[src/rtl/dot_product_acc.sv]
// dot_product_acc: accumulation stage behind an external 8x8 multiplier.
// Registers operand pairs toward the multiplier, tracks each beat through the
// multiplier's fixed latency with a valid/last delay line, sums the aligned
// products and emits one dot-product result (sum, count, overflow) per vector
// as a single-cycle pulse.
module dot_product_acc #(
    parameter int MUL_LAT = 4,
    parameter int ACC_W   = 24
) (
    input  logic             clk,
    input  logic             rst,
    input  logic             in_valid,
    input  logic             in_last,
    input  logic [7:0]       in_a,
    input  logic [7:0]       in_b,
    output logic [7:0]       mul_a,
    output logic [7:0]       mul_b,
    input  logic [15:0]      mul_result,
    output logic             out_valid,
    output logic [ACC_W-1:0] out_sum,
    output logic [7:0]       out_count,
    output logic             out_ovf
);

    // Operand registers feeding the multiplier
    logic [7:0]       mul_a_q;
    logic [7:0]       mul_b_q;

    // Delay line: bit i is stage i; stage MUL_LAT lines up with mul_result
    logic [MUL_LAT:0] vld_q;
    logic [MUL_LAT:0] lst_q;

    // Running vector state
    logic [ACC_W-1:0] acc_q,  acc_d;
    logic [7:0]       cnt_q,  cnt_d;
    logic             ovf_q,  ovf_d;

    // Result registers
    logic             out_valid_q, out_valid_d;
    logic [ACC_W-1:0] out_sum_q,   out_sum_d;
    logic [7:0]       out_count_q, out_count_d;
    logic             out_ovf_q,   out_ovf_d;

    // Aligned beat and the candidate next values computed from it
    logic             beat_vld;
    logic             beat_last;
    logic [ACC_W:0]   sum_ext;
    logic [ACC_W-1:0] sum_nxt;
    logic             wrap;
    logic [7:0]       cnt_nxt;
    logic             ovf_nxt;

    // Add a zero-extended product to the accumulator, returning {carry, sum}
    function automatic logic [ACC_W:0] add_carry(input logic [ACC_W-1:0] acc,
                                                 input logic [15:0]      prod);
        return {1'b0, acc} + (ACC_W+1)'(prod);
    endfunction

    // Element counter increment that sticks at 255
    function automatic logic [7:0] sat_inc(input logic [7:0] c);
        return (c == 8'hFF) ? c : c + 8'd1;
    endfunction

    assign mul_a     = mul_a_q;
    assign mul_b     = mul_b_q;
    assign out_valid = out_valid_q;
    assign out_sum   = out_sum_q;
    assign out_count = out_count_q;
    assign out_ovf   = out_ovf_q;

    assign beat_vld  = vld_q[MUL_LAT];
    assign beat_last = lst_q[MUL_LAT];

    // Operand stage: capture accepted beats, hold operands through bubbles
    always_ff @(posedge clk or posedge rst) begin
        if (rst) begin
            mul_a_q <= '0;
            mul_b_q <= '0;
        end else if (in_valid) begin
            mul_a_q <= in_a;
            mul_b_q <= in_b;
        end
    end

    // Delay line: shift {valid, last} alongside the multiplier pipeline
    always_ff @(posedge clk or posedge rst) begin
        if (rst) begin
            vld_q <= '0;
            lst_q <= '0;
        end else begin
            vld_q <= {vld_q[MUL_LAT-1:0], in_valid};
            lst_q <= {lst_q[MUL_LAT-1:0], in_valid & in_last};
        end
    end

    // Accumulate the aligned product; close the vector on an aligned last beat
    always_comb begin
        sum_ext     = add_carry(acc_q, mul_result);
        sum_nxt     = sum_ext[ACC_W-1:0];
        wrap        = sum_ext[ACC_W];
        cnt_nxt     = sat_inc(cnt_q);
        ovf_nxt     = ovf_q | wrap;

        acc_d       = acc_q;
        cnt_d       = cnt_q;
        ovf_d       = ovf_q;
        out_valid_d = 1'b0;
        out_sum_d   = out_sum_q;
        out_count_d = out_count_q;
        out_ovf_d   = out_ovf_q;

        if (beat_vld) begin
            if (beat_last) begin
                out_valid_d = 1'b1;
                out_sum_d   = sum_nxt;
                out_count_d = cnt_nxt;
                out_ovf_d   = ovf_nxt;
                acc_d       = '0;
                cnt_d       = '0;
                ovf_d       = 1'b0;
            end else begin
                acc_d       = sum_nxt;
                cnt_d       = cnt_nxt;
                ovf_d       = ovf_nxt;
            end
        end
    end

    // Accumulator state register
    always_ff @(posedge clk or posedge rst) begin
        if (rst) begin
            acc_q <= '0;
            cnt_q <= '0;
            ovf_q <= 1'b0;
        end else begin
            acc_q <= acc_d;
            cnt_q <= cnt_d;
            ovf_q <= ovf_d;
        end
    end

    // Result register: pulse valid for one cycle, hold fields between pulses
    always_ff @(posedge clk or posedge rst) begin
        if (rst) begin
            out_valid_q <= 1'b0;
            out_sum_q   <= '0;
            out_count_q <= '0;
            out_ovf_q   <= 1'b0;
        end else begin
            out_valid_q <= out_valid_d;
            out_sum_q   <= out_sum_d;
            out_count_q <= out_count_d;
            out_ovf_q   <= out_ovf_d;
        end
    end

endmodule
[config.mk]
export PLATFORM = sky130hd
export DESIGN_NAME = dot_product_acc
export DESIGN_NICKNAME = d
export VERILOG_FILES = /design/src/rtl/dot_product_acc.sv
export SDC_FILE = /design/constraint.sdc
export NUM_CORES = 1
export LEC_CHECK = 0
export ABC_AREA = 1
export BUFFER_PORTS_ARGS = -buffer_cell sky130_fd_sc_hd__buf_2
export CAP_MARGIN = 20
export CORE_UTILIZATION = 45
export DETAILED_ROUTE_END_ITERATION = 10
export PLACE_DENSITY = 0.69
export SETUP_SLACK_MARGIN = 0.1
export SYNTH_ARGS = -nofsm -noshare
export SYNTH_HDL_FRONTEND = slang
export SYNTH_SLANG_ARGS = --single-unit
[constraint.sdc]
create_clock -name clk -period 2.5 [get_ports clk]
set_input_delay 0.125 -clock clk [delete_from_list [all_inputs] [get_ports clk]]
set_output_delay 0.125 -clock clk [all_outputs]
set_load 0.01 [all_outputs]
==> metrics.json, run 1 <==
{
  "outcome": "completed",
  "pwr-share-clk_pct": 20.4,
  "cts_setup_buffers": 0,
  "final.setup.tns_ps": 0,
  "cts_max_path_buffers": 2,
  "timing.final.crit_period_ps": 2100,
  "root_buffer": "sky130_fd_sc_hd__clkbuf_8",
  "timing.rr.start": "acc_q[0]$_DFFE_PP0P_",
  "timing_worst_slew_pin_value_ps": 474,
  "dr.pass1.iters": 5,
  "yosysUniqueCellTypes": 33,
  "count_of_non_filler_cells_in_the_finished_layout": 882,
  "hold_viol_final": 0,
  "syn_area_mm2": 0.00490,
  "min-delay-path-class": "primary input to flip-flop",
  "finish.net_count": 795,
  "clkSinkCount": 93,
  "drtIter0Drc": 246,
  "timing.final.ws_setup_ps": 399,
  "crit_type": "flip-flop to flip-flop",
  "synth_enable_flop_cells": 0,
  "port_buffers": 85,
  "netSwitchingPower_w": 0.00218,
  "worstPathCellList": "ha_1 -> inv_1 -> fa_1 -> inv_1 -> nand2_1 -> nand2_1 -> nand3_1 -> nand2_1 -> nand2_1 -> nand2_2 -> nand3_1 -> nand3_1 -> nand2_1",
  "irDropWorstVdd_mv": 0.401,
  "syn2layout_area_growth_pct": 20.2,
  "core_area_mm2": 0.0105,
  "die_boundary_height_um": 106,
  "max_incr_delay_on_cp_ps": 380,
  "critPathMostFrequentCell": "sky130_fd_sc_hd__nand2_1",
  "worstHoldPathCells": 1,
  "cts_inserted_buffers": 9,
  "rows": 37,
  "report.final.slew_viol_count": 0,
  "cts_resized": 0,
  "grt_start_max_net_pins": 49,
  "finish.utilization_pct": 56.3,
  "final-setup-viol-count": 0,
  "die-width_um": 106,
  "synth_top_cell_area_share_pct": 47.5,
  "fraction_of_power_consumed_by_sequential_logic_pct": 38.9,
  "routed_wirelength_um": 12100,
  "gp_congestion": 0.951,
  "vias": 4392,
  "critical_path.top_delay_family": "simple AND/OR/NAND/NOR gates",
  "yosysTopAreaCell": "sky130_fd_sc_hd__dfrtp_1",
  "worst_slew_margin_rel_pct": 68.3,
  "finClkSkew_ps": 10.7,
  "critical_path_peak_fanout": 4,
  "post_route_cells_drive_above_1_share_pct": 18.5,
  "finalPower_w": 0.00532,
  "grt_pass1_wl_um": 20800,
  "f_max_ghz": 0.476,
  "synth.avg_cell_area_um2": 7.74,
  "first_global_vias": 4386,
  "number_of_storage_elements_in_the_synthesis_netlist": 93,
  "dpl_worst_slack_ps": 455,
  "min-delay-start": "in_valid",
  "regToRegSetupSlack_ps": 400,
  "diodes": 0,
  "hold_end": "vld_q[0]$_DFF_PP0_",
  "global_route.usage.total_pct": 23.5,
  "die_outline_area_mm2": 0.0113,
  "dp.final_hpwl_um": 8750,
  "critical_path_required_ps": 2770,
  "power.density_cell_area_mw_per_mm2": 903,
  "critPathLaunchType": "flip-flop",
  "share_of_the_cycle_needed_by_the_critical_path_after_routing_pct": 84.0,
  "worst_setup_path_end_kind": "flip-flop",
  "htreeDepth": 3,
  "synthCells": 633,
  "yosysWarnings": 0,
  "tritoncts": "done",
  "setup_repair_after_global_routing_missed_its_margin": "no",
  "numPlacedInstances": 848,
  "drt.antenna.violating_nets": 0,
  "static-leakage-power_nw": 3.21,
  "floorplan.io_pins": 86,
  "switching_share_pct": 41.1,
  "pwr-share-comb_pct": 40.8,
  "synth.yosys.seq_area_share_pct": 47.5,
  "starting_density_of_the_core_pct": 46.8,
  "post-route-drc-count": 0,
  "cp_num_buf_inv": 2,
  "ys_top_cells_by_area": "sky130_fd_sc_hd__dfrtp_1, sky130_fd_sc_hd__nand2_1, sky130_fd_sc_hd__inv_1",
  "clk_pin_slew_worst_paths_ps": 100,
  "grt_antenna_before_repair": 0,
  "reg2regPathDepth": 13,
  "synthTopCellsByCount": "sky130_fd_sc_hd__nand2_1, sky130_fd_sc_hd__dfrtp_1, sky130_fd_sc_hd__inv_1",
  "synthFlopType": "sky130_fd_sc_hd__dfrtp_1",
  "internal_power_w": 0.00313,
  "synth.most_common_cell": "sky130_fd_sc_hd__nand2_1",
  "clock_latency_ps": 380,
  "worst-endpoint-arrival_ps": 2370,
  "vias_per_cell": 4.98,
  "avgRoutedWirePerCell_um": 13.7,
  "overflow": 0,
  "critPathSlowestCell": "sky130_fd_sc_hd__fa_1",
  "drv.max_cap_violation_count": 0,
  "timing.rr.end": "out_sum[20]$_DFFE_PP0P_",
  "postSynthNetCount": 687,
  "asyncSetResetFlopFracSynth_pct": 100
}
==> cell usage in the layout (no fill, tap or decap), drive strengths merged <==
| cell type | netlist | routed |
|---|---|---|
| a21oi | 11 | 11 |
| a22o | 1 | 1 |
| a31oi | 2 | 2 |
| and2 | 1 | 1 |
| buf | 8 | 93 |
| bufinv | 0 | 1 |
| clkbuf | 6 | 9 |
| clkinv | 1 | 2 |
| clkinvlp | 0 | 3 |
| dfrtp | 93 | 93 |
| dlygate4sd3 | 0 | 18 |
| fa | 1 | 1 |
| ha | 17 | 17 |
| inv | 76 | 78 |
| mux2 | 16 | 16 |
| nand2 | 250 | 250 |
| nand3 | 52 | 52 |
| nand3b | 4 | 4 |
| nand4 | 5 | 5 |
| nor2 | 41 | 41 |
| nor3 | 5 | 5 |
| o21ai | 28 | 28 |
| o22ai | 2 | 2 |
| o31ai | 1 | 1 |
| or2 | 3 | 3 |
| xnor2 | 4 | 4 |
| xor2 | 5 | 5 |
==> worst max-delay path by stage <==
stage                               to  slack (ps)  cells past startpoint            startpoint
4_1_cts        out_sum[20]$_DFFE_PP0P_         410                     13  acc_q[0]$_DFFE_PP0P_
3_5_place_dp     acc_q[20]$_DFFE_PP0P_         450                     13  acc_q[0]$_DFFE_PP0P_
5_1_grt        out_sum[20]$_DFFE_PP0P_         180                     14  acc_q[0]$_DFFE_PP0P_
6_report       out_sum[20]$_DFFE_PP0P_         400                     13  acc_q[0]$_DFFE_PP0P_
2_1_floorplan  out_sum[20]$_DFFE_PP0P_         730                     13  acc_q[0]$_DFFE_PP0P_
3_3_place_gp     acc_q[20]$_DFFE_PP0P_         520                     13  acc_q[0]$_DFFE_PP0P_
==> cells by family after synthesis <==
| kind of cell | share of synthesized area [%] |
|---|---|
| xor+xnor | 1.61 |
| compound gates | 4.90 |
| flops | 47.5 |
| buf+inv | 7.22 |
| simple gates | 30.4 |
| fa+ha+maj | 4.75 |
| mux | 3.68 |
==> timing repair <==
item | CTS | global route
hold endpoints to repair | 36 | 0
hold buffers | 18 | 0
setup endpoints to repair | 0 | 0
==> metrics by stage <==
step / cell area, µm² / hold WS, ps
2_1_floorplan: 4900 / 156
3_3_place_gp: 5510 / 161
3_5_place_dp: 5510 / 176
4_1_cts: 5890 / 45.4
5_1_grt: 5890 / 72.6
6_report: 5890 / 74.2
==> power by group through the flow <==
stage                     Combinational [W]  Sequential, W  Clock (W)
after detailed placement            0.00214        0.00209          0
after global placement              0.00211        0.00208          0
after floorplan                     0.00143        0.00215          0
final                               0.00217        0.00207    0.00108
after CTS                           0.00217        0.00207    0.00110
after global routing                0.00249        0.00212    0.00116
==> cell type report <==
class / instances / area (µm²)
Clock buffer: 9 / 124
Clock inverter: 7 / 81.3
Fill cell: 995 / 4570
Inverter: 77 / 293
Multi-Input combinational cell: 449 / 2220
Sequential cell: 93 / 2330
Tap cell: 136 / 170
Timing Repair Buffer: 111 / 678
==> sequential cells by signal, indices dropped and copies added, names as in the netlist <==
register   cells
ovf_q          1
acc_q         24
out_count      8
vld_q          5
mul_a          8
out_ovf        1
cnt_q          8
out_valid      1
out_sum       24
mul_b          8
lst_q          5
==> per-layer routing <==
layer	GRT usage (%)	share of wire (%)	up-vias
li1	-	-	2206
met1	29.7	45	2055
met2	40.3	49	112
met3	4.48	4.7	19
met4	7.74	1.8	0
met5	0	0	-
(Power assumes the default switching activity.)
==> run 2, diff against run 1 <==
- PLACE_DENSITY: 0.69 -> 0.66
- clock period: 2.5 -> 2.1 ns (I/O delays scaled with it)
==> metrics.json, run 2 (synthesis gave the netlist of run 1 again) <==
{
  "tritoncts": {"value": "done", "change": "unchanged"},
  "core_area": {"value": 0.0105, "unit": "mm²", "change": "unchanged"},
  "critical_path_required": {"value": 2360, "unit": "ps", "change": "was 2770 ps"},
  "finalPower": {"value": 0.00644, "unit": "W", "change": "was 0.00532 W"},
  "timing_worst_slew_pin_value": {"value": 473, "unit": "ps", "change": "was 474 ps"},
  "dr.pass1.iters": {"value": 6, "change": "was 5"},
  "die-width": {"value": 106, "unit": "µm", "change": "unchanged"},
  "avgRoutedWirePerCell": {"value": 14.0, "unit": "µm", "change": "was 13.7 µm"},
  "port_buffers": {"value": 85, "change": "unchanged"},
  "critPathLaunchType": {"value": "flip-flop", "change": "unchanged"},
  "min-delay-path-class": {"value": "primary input to flip-flop", "change": "unchanged"},
  "die_outline_area": {"value": 0.0113, "unit": "mm²", "change": "unchanged"},
  "syn2layout_area_growth": {"value": 22.2, "unit": "%", "change": "was 20.2%"},
  "floorplan.io_pins": {"value": 86, "change": "unchanged"},
  "f_max": {"value": 0.526, "unit": "GHz", "change": "was 0.476 GHz"},
  "post_route_cells_drive_above_1_share": {"value": 21.2, "unit": "%", "change": "was 18.5%"},
  "drv.max_cap_violation_count": {"value": 0, "change": "unchanged"},
  "vias_per_cell": {"value": 4.97, "change": "was 4.98"},
  "worst_setup_path_end_kind": {"value": "flip-flop", "change": "unchanged"},
  "diodes": {"value": 0, "change": "unchanged"},
  "cts_max_path_buffers": {"value": 2, "change": "unchanged"},
  "grt_start_max_net_pins": {"value": 48, "change": "was 49"},
  "gp_congestion": {"value": 0.893, "change": "was 0.951"},
  "critical_path_peak_fanout": {"value": 4, "change": "unchanged"},
  "drt.antenna.violating_nets": {"value": 0, "change": "unchanged"},
  "clock_latency": {"value": 370, "unit": "ps", "change": "was 380 ps"},
  "timing.final.crit_period": {"value": 1900, "unit": "ps", "change": "was 2100 ps"},
  "clkSinkCount": {"value": 93, "change": "unchanged"},
  "final.setup.tns": {"value": 0, "unit": "ps", "change": "unchanged"},
  "grt_antenna_before_repair": {"value": 0, "change": "unchanged"},
  "worst-endpoint-arrival": {"value": 2170, "unit": "ps", "change": "was 2370 ps"},
  "layout_common_cells": {"value": "sky130_fd_sc_hd__nand2_1, sky130_fd_sc_hd__dfrtp_1, sky130_fd_sc_hd__buf_2, sky130_fd_sc_hd__inv_1, sky130_fd_sc_hd__nand3_1", "change": "unchanged"},
  "global_route.usage.total": {"value": 23.7, "unit": "%", "change": "was 23.5%"},
  "routed_wirelength": {"value": 12400, "unit": "µm", "change": "was 12,100 µm"},
  "worst_slew_margin_rel": {"value": 68.4, "unit": "%", "change": "was 68.3%"},
  "crit_type": {"value": "flip-flop to flip-flop", "change": "unchanged"},
  "drtIter0Drc": {"value": 213, "change": "was 246"},
  "first_global_vias": {"value": 4372, "change": "was 4,386"},
  "hold_viol_final": {"value": 0, "change": "unchanged"},
  "cts_inserted_buffers": {"value": 9, "change": "unchanged"},
  "final-setup-viol-count": {"value": 0, "change": "unchanged"},
  "dp.final_hpwl": {"value": 8960, "unit": "µm", "change": "was 8750 µm"},
  "share_of_the_cycle_needed_by_the_critical_path_after_routing": {"value": 90.6, "unit": "%", "change": "was 84.0%"},
  "root_buffer": {"value": "sky130_fd_sc_hd__clkbuf_8", "change": "unchanged"},
  "finish.net_count": {"value": 799, "change": "was 795"},
  "overflow": {"value": 0, "change": "unchanged"},
  "die_boundary_height": {"value": 106, "unit": "µm", "change": "unchanged"},
  "vias": {"value": 4403, "change": "was 4,392"},
  "clk_pin_slew_worst_paths": {"value": 100, "unit": "ps", "change": "about the same"},
  "power.density_cell_area": {"value": 1080, "unit": "mW/mm²", "change": "was 903 mW/mm²"},
  "grt_pass1_wl": {"value": 20600, "unit": "µm", "change": "was 20,800 µm"},
  "htreeDepth": {"value": 3, "change": "unchanged"},
  "finClkSkew": {"value": 13.2, "unit": "ps", "change": "was 10.7 ps"},
  "mostFrequentLayoutCell": {"value": "sky130_fd_sc_hd__nand2_1", "change": "unchanged"},
  "finish.utilization": {"value": 57.2, "unit": "%", "change": "was 56.3%"},
  "rows": {"value": 37, "change": "unchanged"},
  "post-route-drc-count": {"value": 0, "change": "unchanged"},
  "static-leakage-power": {"value": 3.24, "unit": "nW", "change": "was 3.21 nW"},
  "outcome": {"value": "completed", "change": "unchanged"},
  "setup_repair_after_global_routing_missed_its_margin": {"value": "yes", "change": "was no"},
  "report.final.slew_viol_count": {"value": 0, "change": "unchanged"},
  "irDropWorstVdd": {"value": 0.444, "unit": "mV", "change": "was 0.401 mV"},
  "starting_density_of_the_core": {"value": 46.8, "unit": "%", "change": "unchanged"}
}
==> run 2: changes by cell type in the layout (fill, tap and decap cells not counted), sizes merged <==
cell | previous run | this run
buf | 93 | 97
==> run 2: final timing paths <==
| kind | startpoint | endpoint | slack [ps] | cells past startpoint |
|---|---|---|---|---|
| max | acc_q[4]$_DFFE_PP0P_ | out_sum[9]$_DFFE_PP0P_ | 200 | 10 |
| min | in_valid | vld_q[0]$_DFF_PP0_ | 40 | 1 |
| max reg2reg | acc_q[4]$_DFFE_PP0P_ | out_sum[9]$_DFFE_PP0P_ | 200 | 10 |
| min reg2reg | vld_q[3]$_DFF_PP0_ | vld_q[4]$_DFF_PP0_ | 350 | 0 |
| max in group asynchronous | rst | out_sum[22]$_DFFE_PP0P_ | 1120 | 4 |
| min in group asynchronous | rst | mul_a[5]$_DFFE_PP0P_ | 300 | 3 |
==> run 2: final cells by class <==
cell class | instances | area [µm²]
Tap cell | 136 | 170
Inverter | 77 | 293
Multi-Input combinational cell | 449 | 2280
Timing Repair Buffer | 115 | 708
Clock inverter | 7 | 81.3
Fill cell | 997 | 4470
Sequential cell | 93 | 2330
Clock buffer | 9 | 124
==> run 2: worst max-delay path, cell delays in order, from the launching register on <==
cell and delay, ps:
sky130_fd_sc_hd__dfrtp_1 400, sky130_fd_sc_hd__ha_1 340, sky130_fd_sc_hd__nand2_1 140, sky130_fd_sc_hd__inv_1 90, sky130_fd_sc_hd__nand2_1 90, sky130_fd_sc_hd__nand2_1 60, sky130_fd_sc_hd__nand2_1 60, sky130_fd_sc_hd__nand3_1 120
sky130_fd_sc_hd__or2_2 320, sky130_fd_sc_hd__nand3_1 110, sky130_fd_sc_hd__nand2_1 60
==> run 2: metrics by stage <==
| step | hold slack (ps) | setup WS [ps] | area (µm²) | instances |
|---|---|---|---|---|
| floorplan | 136 | 335 | 4900 | 633 |
| detailed placement | 154 | 17.4 | 5500 | 847 |
| global route | 37.4 | 75.0 | 5990 | 886 |
| CTS | 27.4 | 147 | 5910 | 883 |
| global placement | 151 | 97.8 | 5500 | 847 |
| finish | 40.5 | 198 | 5990 | 886 |
==> run 2: what timing repair did <==
| action | CTS | global route |
|---|---|---|
| resized for setup | 4 | 16 |
| setup endpoints to repair | 6 | 19 |
| setup buffers | 2 | 3 |
| pin swaps | 2 | 4 |
| hold buffers | 18 | 0 |
| hold endpoints to repair | 37 | 0 |
==> run 2: power by group <==
part	switching [W]	internal, W
logic	0.00169	0.00102
clock network	0.000707	0.000569
registers	0.000255	0.00220
total	0.00265	0.00379
==> run 2: metal layers <==
layer / up-vias / global-route usage [%] / share of wire, %
met4: 0 / 8.63 / 2.1
met3: 19 / 2.94 / 4.0
met5: - / 0 / 0
li1: 2218 / - / -
met2: 119 / 42.1 / 49
met1: 2047 / 29.3 / 44
==> run 3, diff against run 2 <==
- clock period: 2.1 -> 1.9 ns (I/O delays scaled with it)
==> metrics.json, run 3 (synthesis gave the netlist of run 1 again) <==
{
  "floorplan.io_pins": {"value": 86, "change": "unchanged"},
  "worst-endpoint-arrival": {"value": 2100, "unit": "ps", "change": "was 2170 ps"},
  "routed_wirelength": {"value": 12700, "unit": "µm", "change": "was 12,400 µm"},
  "cts_max_path_buffers": {"value": 2, "change": "unchanged"},
  "htreeDepth": {"value": 3, "change": "unchanged"},
  "static-leakage-power": {"value": 3.41, "unit": "nW", "change": "was 3.24 nW"},
  "outcome": {"value": "completed", "change": "unchanged"},
  "layout.filler_cells": {"value": 925, "change": "was 997"},
  "syn2layout_area_growth": {"value": 33.1, "unit": "%", "change": "was 22.2%"},
  "drv.max_cap_violation_count": {"value": 0, "change": "unchanged"},
  "met3_track_demand_over_resource": {"value": 3.13, "unit": "%", "change": "was 2.94%"},
  "vias_per_cell": {"value": 5.00, "change": "was 4.97"},
  "die_outline_area": {"value": 0.0113, "unit": "mm²", "change": "unchanged"},
  "critPathLaunchType": {"value": "flip-flop", "change": "unchanged"},
  "diodes": {"value": 0, "change": "unchanged"},
  "core_area": {"value": 0.0105, "unit": "mm²", "change": "unchanged"},
  "grt_use_met1": {"value": 31.1, "unit": "%", "change": "was 29.3%"},
  "hold_viol_final": {"value": 0, "change": "unchanged"},
  "root_buffer": {"value": "sky130_fd_sc_hd__clkbuf_8", "change": "unchanged"},
  "overflow": {"value": 0, "change": "unchanged"},
  "final-setup-viol-count": {"value": 0, "change": "unchanged"},
  "post-route-drc-count": {"value": 0, "change": "unchanged"},
  "finClkSkew": {"value": 8.19, "unit": "ps", "change": "was 13.2 ps"},
  "vias": {"value": 4507, "change": "was 4,403"},
  "grt_start_max_net_pins": {"value": 94, "change": "was 48"},
  "layout_common_cells": {"value": "sky130_fd_sc_hd__nand2_1, sky130_fd_sc_hd__dfrtp_1, sky130_fd_sc_hd__buf_2, sky130_fd_sc_hd__inv_1, sky130_fd_sc_hd__nand3_1", "change": "unchanged"},
  "dr.pass1.iters": {"value": 4, "change": "was 6"},
  "rows": {"value": 37, "change": "unchanged"},
  "gp_congestion": {"value": 0.872, "change": "was 0.893"},
  "grt_util_met2": {"value": 40.3, "unit": "%", "change": "was 42.1%"},
  "post_dp_cell_area": {"value": 0.00555, "unit": "mm²", "change": "was 0.00550 mm²"},
  "critical_path_required": {"value": 2160, "unit": "ps", "change": "was 2360 ps"},
  "avgRoutedWirePerCell": {"value": 14.0, "unit": "µm", "change": "about the same"},
  "clk_pin_slew_worst_paths": {"value": 100, "unit": "ps", "change": "about the same"},
  "global_route.usage.total": {"value": 24.0, "unit": "%", "change": "was 23.7%"},
  "worst_slew_margin_rel": {"value": 67.6, "unit": "%", "change": "was 68.4%"},
  "starting_density_of_the_core": {"value": 46.8, "unit": "%", "change": "unchanged"},
  "drtIter0Drc": {"value": 200, "change": "was 213"},
  "clock_latency": {"value": 370, "unit": "ps", "change": "about the same"},
  "timing_worst_slew_pin_value": {"value": 486, "unit": "ps", "change": "was 473 ps"},
  "critical_path_peak_fanout": {"value": 2, "change": "was 4"},
  "first_global_vias": {"value": 4515, "change": "was 4,372"},
  "min-delay-path-class": {"value": "primary input to flip-flop", "change": "unchanged"},
  "dp.final_hpwl": {"value": 8590, "unit": "µm", "change": "was 8960 µm"},
  "irDropWorstVdd": {"value": 0.493, "unit": "mV", "change": "was 0.444 mV"},
  "timing.final.crit_period": {"value": 1840, "unit": "ps", "change": "was 1900 ps"},
  "report.final.slew_viol_count": {"value": 0, "change": "unchanged"},
  "die_boundary_height": {"value": 106, "unit": "µm", "change": "unchanged"},
  "grt_pass1_wl": {"value": 21300, "unit": "µm", "change": "was 20,600 µm"},
  "finish.net_count": {"value": 817, "change": "was 799"},
  "clkSinkCount": {"value": 93, "change": "unchanged"},
  "crit_type": {"value": "flip-flop to flip-flop", "change": "unchanged"},
  "setup_repair_after_global_routing_missed_its_margin": {"value": "yes", "change": "unchanged"},
  "tritoncts": {"value": "done", "change": "unchanged"},
  "port_buffers": {"value": 85, "change": "unchanged"},
  "drt.antenna.violating_nets": {"value": 0, "change": "unchanged"},
  "grt_antenna_before_repair": {"value": 0, "change": "unchanged"},
  "die-width": {"value": 106, "unit": "µm", "change": "unchanged"},
  "mostFrequentLayoutCell": {"value": "sky130_fd_sc_hd__nand2_1", "change": "unchanged"},
  "power.density_cell_area": {"value": 1220, "unit": "mW/mm²", "change": "was 1080 mW/mm²"},
  "top_usage_layer": {"value": "met2", "change": "unchanged"},
  "worst_setup_path_end_kind": {"value": "flip-flop", "change": "unchanged"},
  "cts_inserted_buffers": {"value": 9, "change": "unchanged"},
  "f_max": {"value": 0.544, "unit": "GHz", "change": "was 0.526 GHz"},
  "share_of_the_cycle_needed_by_the_critical_path_after_routing": {"value": 96.7, "unit": "%", "change": "was 90.6%"},
  "worst_hold_margin": {"value": 45.6, "unit": "ps", "change": "was 40.5 ps"},
  "post_route_cells_drive_above_1_share": {"value": 32.1, "unit": "%", "change": "was 21.2%"},
  "finish.instance_area": {"value": 0.00652, "unit": "mm²", "change": "was 0.00599 mm²"}
}
-- run 3: worst max-delay path: stages (launching register included) --
cell	delay, ps
sky130_fd_sc_hd__dfrtp_1	360
sky130_fd_sc_hd__ha_2	190
sky130_fd_sc_hd__inv_2	40
sky130_fd_sc_hd__fa_2	340
sky130_fd_sc_hd__inv_2	70
sky130_fd_sc_hd__nand2_2	50
sky130_fd_sc_hd__nand2_2	70
sky130_fd_sc_hd__nand3_2	110
sky130_fd_sc_hd__or2_1	240
sky130_fd_sc_hd__nand2_1	70
sky130_fd_sc_hd__nand2_1	60
sky130_fd_sc_hd__nand3_1	70
sky130_fd_sc_hd__nand2_1	60
-- run 3: routing by layer --
layer	share of wire, %	wire length, µm	vias up
met4	2.3	289	0
met5	0	0	-
li1	-	-	2242
met1	45	5650	2124
met2	48	6140	118
met3	4.6	588	23
-- run 3: area by class of cell --
class / count / area (µm²) / share of cell area (%)
well taps: 136 / 170 / 2.61
clock buffers: 9 / 124 / 1.90
multi-input cells: 449 / 2700 / 41.4
inverters: 77 / 293 / 4.49
repair buffers: 133 / 847 / 13.0
flip-flops and latches: 93 / 2330 / 35.7
clock inverters: 5 / 60.1 / 0.921
-- run 3: metrics by stage --
stage	utilization [%]	setup TNS, ps	power [W]	std cells	setup slack (ps)
CTS	58.3	0	0.00729	890	81.3
global route	62.4	-228	0.00864	902	-50.3
detailed placement	53.0	-427	0.00563	853	-71.3
global placement	53.0	-53.4	0.00558	853	-18.7
finish	62.4	0	0.00799	902	63.0
floorplan	-	0	0.00470	633	135
-- run 3: power by group --
part / internal (W) / leakage, nW / switching, W
sequential: 0.00243 / 1.18 / 0.000342
clock: 0.000601 / 0.0920 / 0.000723
combinational: 0.00169 / 2.14 / 0.00220
total: 0.00473 / 3.41 / 0.00326
-- run 3: final timing paths --
| check | slack, ps | depth (start not counted) | from | end |
|---|---|---|---|---|
| worst min register to register | 350 | 0 | lst_q[3]$_DFF_PP0_ | lst_q[4]$_DFF_PP0_ |
| min in group asynchronous | 410 | 4 | rst | acc_q[0]$_DFFE_PP0P_ |
| max in group asynchronous | 1120 | 4 | rst | acc_q[13]$_DFFE_PP0P_ |
| worst max-delay path | 60 | 12 | acc_q[0]$_DFFE_PP0P_ | acc_q[12]$_DFFE_PP0P_ |
| worst min-delay path | 50 | 1 | in_valid | vld_q[0]$_DFF_PP0_ |
| worst max register to register | 60 | 12 | acc_q[0]$_DFFE_PP0P_ | acc_q[12]$_DFFE_PP0P_ |
-- run 3: what timing repair did --
item                                   CTS  global route
resized for setup                       30            84
hold buffers                            18             0
setup buffers                            5            12
setup endpoints to repair               32            38
pin swaps                                4            22
endpoints found under the hold margin  110             0
